**src/rtl/sysid_read_master_if.sv**
```systemverilog
// Avalon-MM read-only bus between the system-ID check master and the ID peripheral.
// Only the address LSB is carried: word 0 is the ID, word 1 the build timestamp.
interface sysid_read_master_if;
  logic        avm_address;
  logic        avm_read;
  logic        avm_waitrequest;
  logic [31:0] avm_readdata;
  logic        avm_readdatavalid;

  modport master (
    output avm_address,
    output avm_read,
    input  avm_waitrequest,
    input  avm_readdata,
    input  avm_readdatavalid
  );

  modport slave (
    input  avm_address,
    input  avm_read,
    output avm_waitrequest,
    output avm_readdata,
    output avm_readdatavalid
  );
endinterface

```
**src/rtl/sysid_read_master.sv**
```systemverilog
// Boot-time sanity check: reads the system ID and build timestamp over Avalon-MM
// and reports whether each matches the build-time constant, with a per-read timeout.
//
// state     | meaning
// S_IDLE    | waiting for start_i; results held
// S_ID_REQ  | read of word 0 presented, waiting for accept
// S_ID_WAIT | word 0 accepted, waiting for readdatavalid
// S_TS_REQ  | read of word 1 presented, waiting for accept
// S_TS_WAIT | word 1 accepted, waiting for readdatavalid
// S_DONE    | done pulse, flags valid
module sysid_read_master #(
  parameter logic [31:0] EXPECTED_ID        = 32'd0,
  parameter logic [31:0] EXPECTED_TIMESTAMP = 32'd1617494454,
  parameter bit          USE_READDATAVALID  = 1'b1,
  parameter int unsigned TIMEOUT_CYCLES     = 255
) (
  input  logic                       clk_i,
  input  logic                       rst_i,
  input  logic                       start_i,
  sysid_read_master_if.master        avm,
  output logic                       busy_o,
  output logic                       done_o,
  output logic                       id_ok_o,
  output logic                       ts_ok_o,
  output logic                       timeout_o,
  output logic [31:0]                sysid_value_o,
  output logic [31:0]                timestamp_value_o
);

  typedef enum logic [2:0] {
    S_IDLE, S_ID_REQ, S_ID_WAIT, S_TS_REQ, S_TS_WAIT, S_DONE
  } state_e;

  localparam logic [15:0] CNT_LIMIT = 16'(TIMEOUT_CYCLES - 1);

  state_e      state_q;
  logic        read_q, addr_q, busy_q, done_q;
  logic        id_ok_q, ts_ok_q, timeout_q;
  logic [31:0] sysid_q, ts_q;
  logic [15:0] cnt_q, cnt_d;
  logic        accept, limit_hit;

  assign accept    = read_q & ~avm.avm_waitrequest;
  assign limit_hit = (cnt_q == CNT_LIMIT);
  assign cnt_d     = cnt_q + 16'd1;

  // An accept at the limit only counts as completion when the data comes with it;
  // a pipelined slave that still owes data at the limit has run out of budget.
  always_ff @(posedge clk_i) begin
    if (rst_i) begin
      state_q   <= S_IDLE;
      read_q    <= 1'b0;
      addr_q    <= 1'b0;
      busy_q    <= 1'b0;
      done_q    <= 1'b0;
      id_ok_q   <= 1'b0;
      ts_ok_q   <= 1'b0;
      timeout_q <= 1'b0;
      sysid_q   <= '0;
      ts_q      <= '0;
      cnt_q     <= '0;
    end else begin
      done_q <= 1'b0;
      case (state_q)
        S_IDLE: begin
          if (start_i) begin
            state_q   <= S_ID_REQ;
            busy_q    <= 1'b1;
            read_q    <= 1'b1;
            addr_q    <= 1'b0;
            cnt_q     <= '0;
            id_ok_q   <= 1'b0;
            ts_ok_q   <= 1'b0;
            timeout_q <= 1'b0;
            sysid_q   <= '0;
            ts_q      <= '0;
          end
        end
        S_ID_REQ, S_TS_REQ: begin
          if (accept && !USE_READDATAVALID) begin
            if (state_q == S_ID_REQ) begin
              sysid_q <= avm.avm_readdata;
              state_q <= S_TS_REQ;
              addr_q  <= 1'b1;
              cnt_q   <= '0;
            end else begin
              ts_q    <= avm.avm_readdata;
              id_ok_q <= (sysid_q == EXPECTED_ID);
              ts_ok_q <= (avm.avm_readdata == EXPECTED_TIMESTAMP);
              state_q <= S_DONE;
              read_q  <= 1'b0;
              addr_q  <= 1'b0;
              done_q  <= 1'b1;
            end
          end else if (limit_hit) begin
            state_q   <= S_DONE;
            read_q    <= 1'b0;
            addr_q    <= 1'b0;
            done_q    <= 1'b1;
            timeout_q <= 1'b1;
          end else if (accept) begin
            state_q <= (state_q == S_ID_REQ) ? S_ID_WAIT : S_TS_WAIT;
            read_q  <= 1'b0;
            addr_q  <= 1'b0;
            cnt_q   <= cnt_d;
          end else begin
            cnt_q <= cnt_d;
          end
        end
        S_ID_WAIT, S_TS_WAIT: begin
          if (avm.avm_readdatavalid) begin
            if (state_q == S_ID_WAIT) begin
              sysid_q <= avm.avm_readdata;
              state_q <= S_TS_REQ;
              read_q  <= 1'b1;
              addr_q  <= 1'b1;
              cnt_q   <= '0;
            end else begin
              ts_q    <= avm.avm_readdata;
              id_ok_q <= (sysid_q == EXPECTED_ID);
              ts_ok_q <= (avm.avm_readdata == EXPECTED_TIMESTAMP);
              state_q <= S_DONE;
              done_q  <= 1'b1;
            end
          end else if (limit_hit) begin
            state_q   <= S_DONE;
            done_q    <= 1'b1;
            timeout_q <= 1'b1;
          end else begin
            cnt_q <= cnt_d;
          end
        end
        S_DONE: begin
          state_q <= S_IDLE;
          busy_q  <= 1'b0;
        end
        default: begin
          state_q <= S_IDLE;
          read_q  <= 1'b0;
          addr_q  <= 1'b0;
          busy_q  <= 1'b0;
        end
      endcase
    end
  end

  assign avm.avm_read      = read_q;
  assign avm.avm_address   = addr_q;
  assign busy_o            = busy_q;
  assign done_o            = done_q;
  assign id_ok_o           = id_ok_q;
  assign ts_ok_o           = ts_ok_q;
  assign timeout_o         = timeout_q;
  assign sysid_value_o     = sysid_q;
  assign timestamp_value_o = ts_q;

endmodule
```
**src/flat_wrapper.sv**
```systemverilog
// flat-port wrapper written by rule: the top's interface ports become plain ports
module sysid_read_master_flat 
#(
  parameter logic [31:0] EXPECTED_ID        = 32'd0,
  parameter logic [31:0] EXPECTED_TIMESTAMP = 32'd1617494454,
  parameter bit          USE_READDATAVALID  = 1'b1,
  parameter int unsigned TIMEOUT_CYCLES     = 255
)
  (clk_i, rst_i, start_i, busy_o, done_o, id_ok_o, ts_ok_o, timeout_o, sysid_value_o, timestamp_value_o, avm_avm_address, avm_avm_read, avm_avm_waitrequest, avm_avm_readdata, avm_avm_readdatavalid);
  sysid_read_master_if avm_i ();
  input  logic clk_i;
  input  logic rst_i;
  input  logic start_i;
  output logic busy_o;
  output logic done_o;
  output logic id_ok_o;
  output logic ts_ok_o;
  output logic timeout_o;
  output logic [31:0] sysid_value_o;
  output logic [31:0] timestamp_value_o;
  output wire logic [$bits(avm_i.avm_address)-1:0] avm_avm_address;
  output wire logic [$bits(avm_i.avm_read)-1:0] avm_avm_read;
  input wire logic [$bits(avm_i.avm_waitrequest)-1:0] avm_avm_waitrequest;
  input wire logic [$bits(avm_i.avm_readdata)-1:0] avm_avm_readdata;
  input wire logic [$bits(avm_i.avm_readdatavalid)-1:0] avm_avm_readdatavalid;
  assign avm_avm_address = avm_i.avm_address;
  assign avm_avm_read = avm_i.avm_read;
  assign avm_i.avm_waitrequest = avm_avm_waitrequest;
  assign avm_i.avm_readdata = avm_avm_readdata;
  assign avm_i.avm_readdatavalid = avm_avm_readdatavalid;
  sysid_read_master #(.EXPECTED_ID(EXPECTED_ID), .EXPECTED_TIMESTAMP(EXPECTED_TIMESTAMP), .USE_READDATAVALID(USE_READDATAVALID), .TIMEOUT_CYCLES(TIMEOUT_CYCLES)) u_core (.clk_i(clk_i), .rst_i(rst_i), .start_i(start_i), .avm(avm_i), .busy_o(busy_o), .done_o(done_o), .id_ok_o(id_ok_o), .ts_ok_o(ts_ok_o), .timeout_o(timeout_o), .sysid_value_o(sysid_value_o), .timestamp_value_o(timestamp_value_o));
endmodule
```
**config.mk**
```make
export PLATFORM = sky130hd
export DESIGN_NAME = sysid_read_master_flat
export DESIGN_NICKNAME = d
export VERILOG_FILES = /design/src/rtl/sysid_read_master_if.sv /design/src/rtl/sysid_read_master.sv /design/src/flat_wrapper.sv
export SDC_FILE = /design/constraint.sdc
export NUM_CORES = 1
export LEC_CHECK = 0
export CAP_MARGIN = 10
export CORE_ASPECT_RATIO = 2
export CORE_MARGIN = 1.5
export CORE_UTILIZATION = 53
export CTS_BUF_LIST = sky130_fd_sc_hd__clkbuf_8
export DETAILED_ROUTE_END_ITERATION = 12
export GPL_ROUTABILITY_DRIVEN = 0
export HOLD_SLACK_MARGIN = 0.1
export MAX_ROUTING_LAYER = met4
export PLACE_DENSITY = 0.84
export RECOVER_POWER = 50
export REMOVE_ABC_BUFFERS = 1
export SYNTH_ARGS = -nofsm -noshare
export SYNTH_HDL_FRONTEND = slang
export SYNTH_SLANG_ARGS = --single-unit
```
**constraint.sdc**
```tcl
create_clock -name clk_i -period 4.2 [get_ports clk_i]
set_input_delay 0.63 -clock clk_i [delete_from_list [all_inputs] [get_ports clk_i]]
set_output_delay 0.63 -clock clk_i [all_outputs]
set_load 0.01 [all_outputs]
```
==> Word level (Yosys, flattened, before mapping) <==
Index checks and enable logic that the tools add are counted.
{ "totals": {"register_bits": 90, "inputBits": 37, "out_inout_bits": 71, "word_cells": 87} }
{ "op_classes": {"add_sub_neg": 1, "n_eq_ne": 15, "muxes": 42, "bitwise": 4, "n_reduce_logical": 14} }
{ "ops": {"columns": ["operator", "count"], "rows": [
  ["$mux W32", 5],
  ["$pmux W32 S2", 2],
  ["$mux W16", 4],
  ["$pmux W16 S3", 1],
  ["$eq A32 B31 Y1 const B", 1],
  ["$logic_not A32 Y1", 1],
  ["$mux W3", 7],
  ["$add A16 B1 Y16 const B", 1],
  ["$eq A16 B8 Y1 const B", 1],
  ["$mux W1", 15],
  ["$pmux W3 S3", 1],
  ["$reduce_and A3 Y1", 3],
  ["$ne A2 B2 Y1 const B", 4],
  ["$pmux W1 S2", 4],
  ["$pmux W1 S4", 2],
  ["$reduce_and A4 Y1", 2],
  ["$eq A3 B2 Y1 const B", 2],
  ["$eq A3 B3 Y1 const B", 2],
  ["$ne A3 B2 Y1 const B", 2],
  ["$reduce_and A5 Y1", 1],
  ["$reduce_or A2 Y1", 2],
  ["$reduce_or A4 Y1", 1],
  ["$eq A3 B1 Y1 const B", 1],
  ["$logic_not A3 Y1", 1],
  ["8 further kinds", 10]
]} }

==> Depth between registers and ports, before layout <==
Gate-level depths: netlist of the first run.
{ "logic_depth": {"word_depth": 5, "depth_mapped": 8, "mapped_depth_nobuf": 7} }

==> Least setup slack after synthesis of the first run <==
OpenSTA, ideal clock, no wires.
{ "synth_path": {"kind": "input to register", "from": "input port avm_avm_readdatavalid", "to": "register u_core.cnt_q[6]", "setup_ns": 0.122, "t_arrival_ns": 1.696, "setup_slack_ns": 2.382, "cell_stages": 5, "path_cell_list": "o31a_2 nor2_4 and3_1 a21oi_1 a221o_1"} }
{ "synth_between": {"elab_chain_cells": 2, "word_cells_on_any_way": 4, "classes_between": "eq/ne (1); mux (2); reduce/logical (1)"} }
{ "synth_rtl": {"columns": ["element", "line_no", "source"], "rows": [
  ["start: declaration", "flat_wrapper.sv:25", "input wire logic [$bits(avm_i.avm_readdatavalid)-1:0] avm_avm_readdatavalid;"],
  ["$ne A3 B2 Y1 (no line) / $mux W16 (equally long branches)", null, null],
  ["$reduce_and A3 Y1 (no line) / $pmux W16 S3 (equally long branches)", null, null],
  ["end signal: assignment", "sysid_read_master.sv:105", "cnt_q <= cnt_d;"],
  ["end signal: assignment", "sysid_read_master.sv:107", "cnt_q <= cnt_d;"],
  ["end signal: assignment", "sysid_read_master.sv:130", "cnt_q <= cnt_d;"],
  ["end: declaration", "sysid_read_master.sv:40", "logic [15:0] cnt_q, cnt_d;"]
]} }
Several ways; a longest one is shown, not always the timed one.
A chain may end at the register's enable or synchronous reset.

==> Final worst setup path of the first run <==
{ "layout_path": {"from": "input port avm_avm_readdatavalid", "to": "register u_core.sysid_q[19] (netlist: u_core.sysid_value_o[19])"} }
{ "layout_between": {"elab_chain_cells": 2} }
{ "layout_rtl": {"columns": ["element", "line_no", "source"], "rows": [
  ["$ne A2 B2 Y1 (no line)", null, null],
  ["$reduce_and A4 Y1 (no line)", null, null],
  ["end signal: assignment", "sysid_read_master.sv:82", "sysid_q <= avm.avm_readdata;"],
  ["end signal: assignment", "sysid_read_master.sv:113", "sysid_q <= avm.avm_readdata;"],
  ["end: declaration", "sysid_read_master.sv:39", "logic [31:0] sysid_q, ts_q;"]
]} }
No other way between the ends.

==> summary.md, run 1 <==
| Metric | Value |
|---|---|
| Critical-path cell list | `dlygate4sd3_1 > mux2i_1 > nor3_1 > clkbuf_1 > nand3_1 > a21oi_1` |
| FF-to-FF setup slack | `1.57 ns` |
| CP required | `4.50 ns` |
| Final period utilization | `69.9%` |
| # DRC | `0` |
| Count of final setup violators | `0` |
| CTS Buffer Depth | `2` |
| HPWL Detailed | `7680 um` |
| Final Util | `74.1%` |
| First DRT Iteration DRCs | `369` |
| Slowest CP cell | `clkbuf_1` |
| CTS resizes | `0` |
| Antenna viol nets, final | `0` |
| Post-route cell area | `5140 um^2` |
| Root buf cell | `clkbuf_8` |
| FP Rows | `43` |
| CP endpoint | `u_core.sysid_value_o[19]` |
| Slew headroom | `8.04%` |
| Fin crit period | `2.94 ns` |
| CP max stage delay | `1.05 ns` |
| GRT overflow | `0` |
| Max Slew Vio Count | `0` |
| Port Buffer Count | `107` |
| Post-Syn Instances | `473` |
| CP Capture Type | `register` |
| Post-route setup slack | `1.26 ns` |
| Die Y-Extent | `123 um` |
| Status | `completed` |
| Post-Syn Area | `3830 um^2` |
| Vias per cell | `5.95` |
| Tot Pwr | `2550 uW` |
| Critical path's top delay family | `buffers and inverters` |
| Syn_area_per_cell | `8.10 um^2` |
| Critical Path AT | `3.23 ns` |
| Worst-skew pair later-pin latency | `0.37 ns` |
| Yosys cell types | `46` |
| Critical R2R Capture | `u_core.sysid_value_o[19]` |
| Post-CTS Repair Setup Buffers | `0` |
| Die area | `7780 um^2` |
| FF-to-FF Start | `u_core.state_q[1]` |
| Pleak | `0.00194 uW` |
| Crit start category | `primary input` |
| Worst vdd ir | `454 uV` |
| GRT Util Overall | `29.0%` |
| Antenna cells | `0` |
| Max Clk Rate | `341 MHz` |
| FF-to-FF path depth | `5` |
| Total Routed Length | `11,000 um` |
| First-pass DRT Iterations | `5` |
| TritonCTS clock tree | `built` |
| Worst-path clk slew | `0.09 ns` |
| Synth-to-Final Area Change | `34.2%` |
| Final TNS setup | `0 ns` |
| H-tree depth | `3` |
| Crit path buffers/inverters | `2` |
| CTS Hold Bufs | `0` |
| Slew @ Worst Pin | `1.38 ns` |
| Clock skew | `0.00628 ns` |
| Max FO, Critical Path | `32` |
| Die width | `63.1 um` |
| RSZ-0062 raised after global routing | `false` |
| Critical path origin | `avm_avm_readdatavalid` |
| Routed vias | `3,914` |
| Largest net degree at the start of global routing | `53` |
| CTS Buf Count | `9` |
| Initial core utilization | `55.2%` |
| Register area share after synthesis | `47.0%` |
| Vias in the first global route | `3,598` |
| Pwr dens | `497 nW/um^2` |
| Initial antenna violation count | `0` |
| I/O pin count | `108` |
| Wire per inst | `16.7 um` |
| Post-DP Area | `4910 um^2` |
| Final hold vios | `0` |
| Kind of critical path | `in2reg` |
| Nets | `602` |
| Clock tree sinks | `90` |
| DP Worst Slack | `1.31 ns` |
| Register bit total from synthesis | `90` |
| Min-delay worst type | `reg2reg` |
| CP Depth | `6` |
| Share of cells above drive strength 1 | `5.28%` |
| Core box area | `6940 um^2` |
| Synth warn | `0` |
| Wire length of the first global-routing pass | `17,000 um` |
| Max-cap violations | `0` |
## worst min-delay path by stage
stage	cells past startpoint	slack, ns	endpoint	start
floorplan	1	0.47	u_core.cnt_q[8]	u_core.cnt_q[8]
global placement	2	0.44	u_core.timestamp_value_o[11]	u_core.timestamp_value_o[11]
detailed placement	2	0.45	u_core.timestamp_value_o[3]	u_core.timestamp_value_o[3]
CTS	2	0.46	u_core.timestamp_value_o[3]	u_core.timestamp_value_o[3]
global route	2	0.48	u_core.timestamp_value_o[3]	u_core.timestamp_value_o[3]
finish	2	0.45	u_core.timestamp_value_o[6]	u_core.timestamp_value_o[6]
## cells in the final DEF, fill, tap and decap left out, types with 11 or more instances in the layout
cell / Yosys / layout
nand3_1: 74 / 74
clkdlybuf4s50_1: 0 / 34
a21oi_1: 74 / 73
nand2_1: 73 / 73
nor2_1: 27 / 27
nand4_1: 13 / 13
xor2_1: 11 / 11
dfxtp_1: 90 / 90
dlygate4sd3_1: 0 / 72
## tightest hold or removal path: stages, from the launching register on
cell	delay, ns
dfxtp_1	0.31
nand2_1	0.05
a21oi_1	0.05
## per-stage QoR
stage / hold WS [ns] / cells
finish: 0.453 / 658
global route: 0.478 / 658
CTS: 0.458 / 657
detailed placement: 0.446 / 641
global placement: 0.441 / 641
floorplan: 0.467 / 439
## flip-flops by register name (all words and copies together), names as in the netlist
register,cells
u_core.sysid_value_o,32
u_core.timestamp_value_o,32
u_core.cnt_q,16
u_core.state_q,3
u_core.avm.avm_address,1
u_core.avm.avm_read,1
u_core.busy_o,1
u_core.done_o,1
u_core.id_ok_o,1
u_core.timeout_o,1
u_core.ts_ok_o,1
## cells in the mapped netlist, drive strengths merged
master / count / area [um^2]
nor4: 12 / 96.3
and4b: 2 / 20.0
a311oi: 1 / 8.76
nor4bb: 3 / 30.0
nor4b: 4 / 35.0
o32ai: 1 / 8.76
a31oi: 1 / 6.26
nand4b: 1 / 8.76
buf: 9 / 42.5
or3: 1 / 7.51
a221o: 1 / 10.0
a21oi: 74 / 370
inv: 7 / 26.3
nand2b: 4 / 25.0
ha: 2 / 25.0
and2: 2 / 12.5
a2111oi: 1 / 15.0
dfxtp: 90 / 1800
o221ai: 1 / 8.76
o2bb2ai: 1 / 8.76
o21ai: 3 / 15.0
a22oi: 2 / 15.0
o211ai: 1 / 7.51
nor3: 7 / 35.0
nand3: 74 / 370
o211a: 1 / 10.0
xor2: 11 / 96.3
a22o: 1 / 10.0
o31a: 1 / 10.0
clkbuf: 25 / 114
nor2b: 3 / 18.8
xnor2: 2 / 17.5
o21a: 2 / 15.0
nand4: 13 / 81.3
and4: 1 / 8.76
mux2i: 1 / 10.0
nand2: 73 / 274
a21boi: 1 / 7.51
and3: 4 / 25.0
nor2: 28 / 113
mux2: 1 / 11.3
## cell families after synthesis
group | after synthesis | share of synthesized area (%)
adder cells (fa/ha/maj) | 2 | 0.653
flip-flops | 90 | 47.0
multiplexers | 2 | 0.555
XOR/XNOR | 13 | 2.97
buffers and inverters | 41 | 4.77
AO/OA/AOI/OAI | 93 | 13.7
AND/OR/NAND/NOR | 232 | 30.3
## layer usage
layer  GRT usage (%)  wire length [um]  up-vias
met5               -                 0        -
met4            13.6               408        0
met3            6.01               711       32
met2            51.5              5730      188
met1            30.3              4110     1839
li1                -                 -     1855
## report_power, final
part	internal [uW]	switching, uW	leakage (uW)	total [uW]
Clock	347	297	0.000116	644
Combinational	324	557	0.00110	881
Sequential	941	88.7	0.000728	1030
Total	1610	943	0.00194	2550
## cell type report
| cell class | count | area, um^2 |
|---|---|---|
| multi-input cells | 342 | 1860 |
| flip-flops and latches | 90 | 1800 |
| fillers | 525 | 1800 |
| repair buffers | 113 | 1130 |
| clock buffers | 10 | 138 |
| well taps | 90 | 113 |
| clock inverters | 6 | 80.1 |
| inverters | 7 | 26.3 |
No activity file was read; power rests on OpenSTA's default activity.
==> run 2: changes to the inputs <==
--- a/config.mk
+++ b/config.mk
@@ -8,13 +8,13 @@
 export CAP_MARGIN = 10
 export CORE_ASPECT_RATIO = 2
 export CORE_MARGIN = 1.5
-export CORE_UTILIZATION = 53
+export CORE_UTILIZATION = 45
 export CTS_BUF_LIST = sky130_fd_sc_hd__clkbuf_8
 export DETAILED_ROUTE_END_ITERATION = 12
 export GPL_ROUTABILITY_DRIVEN = 0
 export HOLD_SLACK_MARGIN = 0.1
 export MAX_ROUTING_LAYER = met4
-export PLACE_DENSITY = 0.84
+export PLACE_DENSITY = 0.76
 export RECOVER_POWER = 50
 export REMOVE_ABC_BUFFERS = 1
 export SYNTH_ARGS = -nofsm -noshare
==> constraint.sdc (replaced) <==
create_clock -name clk_i -period 2.65 [get_ports clk_i]
set_input_delay 0.3975 -clock clk_i [delete_from_list [all_inputs] [get_ports clk_i]]
set_output_delay 0.3975 -clock clk_i [all_outputs]
set_load 0.01 [all_outputs]
==> run 2 against run 1 <==
Compared with the run above: sequential cell count unchanged; worst setup slack worse by 0.95 ns; global-route usage is 3.6 points lower; first-iteration DRC count rose by 1.6%; routed wire length increased by 0.58%; via count down 1.7%; clock power increased by 68%; sequential share of layout area shrank 0.35 points; hold slack got worse by 0.15 ns; power is 61% higher; non-clock buffer count increased by 5; count of clock-buffer cells in the layout up 2; critical path type is now reg2reg; highest routed layer unchanged.
==> summary.md, run 2 (same netlist as run 1, synthesis figures left out) <==
| Metric | Value |
|---|---|
| Status | `completed` |
| Register Area | `1800 um^2` |
| CP Capture Type | `register` |
| Fin crit period | `2.34 ns` |
| Critical-path cell list | `inv_1 > ha_1 > nor4b_1 > and4_1 > nor2b_1 > a21oi_1 > o21ai_0` |
| Die width | `68.3 um` |
| CTS Buffer Depth | `2` |
| First-pass DRT Iterations | `5` |
| Pleak | `0.00196 uW` |
| Clock skew | `0.00826 ns` |
| Fillers | `730` |
| Worst vdd ir | `494 uV` |
| Max Clk Rate | `428 MHz` |
| Final Util | `62.7%` |
| FF-to-FF path depth | `7` |
| Kind of critical path | `reg2reg` |
| TritonCTS clock tree | `built` |
| CP max stage delay | `0.54 ns` |
| FP Rows | `47` |
| Multi-input logic area | `1860 um^2` |
| Vias per cell | `5.73` |
| Max-cap violations | `0` |
| FF-to-FF Start | `u_core.cnt_q[0]` |
| Slew @ Worst Pin | `0.836 ns` |
| Critical Path AT | `2.58 ns` |
| Slowest CP cell | `nor4b_1` |
| RSZ-0062 raised after global routing | `false` |
| Commonest non-fill, non-tap cell in the layout | `dfxtp_1` |
| Max FO, Critical Path | `4` |
| # DRC | `0` |
| First DRT Iteration DRCs | `375` |
| Final TNS setup | `0 ns` |
| CP required | `2.90 ns` |
| Total Routed Length | `11,000 um` |
| GRT Util Overall | `25.4%` |
| Final period utilization | `88.2%` |
| Clock tree sinks | `90` |
| Vias in the first global route | `3,589` |
| Post-CTS Repair Setup Buffers | `0` |
| Min-delay worst type | `in2reg` |
| Crit start category | `register` |
| CP endpoint | `u_core.state_q[2]` |
| FF-to-FF setup slack | `0.31 ns` |
| CTS Hold Bufs | `0` |
| GRT overflow | `0` |
| Nets | `607` |
| Hold depth | `2` |
| Die Y-Extent | `134 um` |
| H-tree depth | `3` |
| Slew headroom | `44.1%` |
| Share of cells above drive strength 1 | `6.46%` |
| Worst-path clk slew | `0.08 ns` |
| CTS Buf Count | `9` |
| Critical path origin | `u_core.cnt_q[0]` |
| CTS resizes | `0` |
| Port Buffer Count | `107` |
| Critical R2R Capture | `u_core.state_q[2]` |
| Root buf cell | `clkbuf_8` |
| Antenna viol nets, final | `0` |
| Routed vias | `3,846` |
| Worst-skew pair later-pin latency | `0.36 ns` |
| Core box area | `8290 um^2` |
| Pwr dens | `792 nW/um^2` |
| I/O pin count | `108` |
| Die area | `9110 um^2` |
| Count of final setup violators | `0` |
| Largest net degree at the start of global routing | `73` |
| Most frequent cells in the layout | `dfxtp_1, nand3_1, nand2_1, a21oi_1, dlygate4sd3_1` |
| Synth-to-Final Area Change | `35.6%` |
| Antenna cells | `0` |
| Max Slew Vio Count | `0` |
| HPWL Detailed | `8020 um` |
| Wire length of the first global-routing pass | `17,200 um` |
| Initial core utilization | `46.2%` |
| Final hold vios | `0` |
| Wire per inst | `16.4 um` |
| Initial antenna violation count | `0` |
run 2: cell types whose count changed in the layout (fill, tap and decap cells not counted), sizes merged:
cell / change
clkinv: -3
clkinvlp: +1
clkbuf: +2
buf: +5
run 2: layout make-up:
cell class,count,share of cell area [%]
multi-input cells,342,35.9
flip-flops and latches,90,34.7
repair buffers,118,22.0
clock buffers,12,3.18
well taps,98,2.36
clock inverters,4,1.40
inverters,7,0.506
run 2: per-layer routing:
layer  GRT usage [%]  share of wire [%]  vias to the layer above
met5               -                  0                        -
met4            11.9                3.2                        0
met3            4.48                5.9                       24
met2            43.6                 54                      148
met1            27.1                 37                     1813
li1                -                  -                     1861
run 2: metrics by stage:
| stage | hold slack, ns | area, um^2 | power [uW] | worst slack [ns] | std cells |
|---|---|---|---|---|---|
| 3_3_place_gp | 0.443 | 4960 | 3060 | 0.340 | 655 |
| 6_report | 0.299 | 5200 | 4110 | 0.312 | 671 |
| 2_1_floorplan | 0.466 | 3680 | 2430 | -0.993 | 439 |
| 3_5_place_dp | 0.445 | 4960 | 3100 | 0.282 | 655 |
| 5_1_grt | 0.286 | 5200 | 4340 | 0.128 | 671 |
| 4_1_cts | 0.282 | 5200 | 4170 | 0.426 | 671 |
run 2: critical path: cells and delay by family (launching register included):
family                   cells  cell delay, ns
flip-flops                   1            0.32
AND/OR/NAND/NOR              3            1.20
adder cells (fa/ha/maj)      1            0.18
AO/OA/AOI/OAI                2            0.40
buffers and inverters        1            0.13
run 2: worst min-delay path by stage:
stage | from | to | slack [ns]
2_1_floorplan | rst_i | u_core.state_q[0] | 0.47
3_3_place_gp | u_core.timestamp_value_o[11] | u_core.timestamp_value_o[11] | 0.44
3_5_place_dp | u_core.timestamp_value_o[9] | u_core.timestamp_value_o[9] | 0.45
4_1_cts | rst_i | u_core.state_q[0] | 0.28
5_1_grt | rst_i | u_core.state_q[0] | 0.29
6_report | rst_i | u_core.state_q[0] | 0.30
run 2: power breakdown:
group          leakage, uW  switching, uW  internal, uW  total [uW]
combinational      0.00112            879           521        1400
sequential        0.000728            140          1490        1630
clock             0.000119            476           607        1080
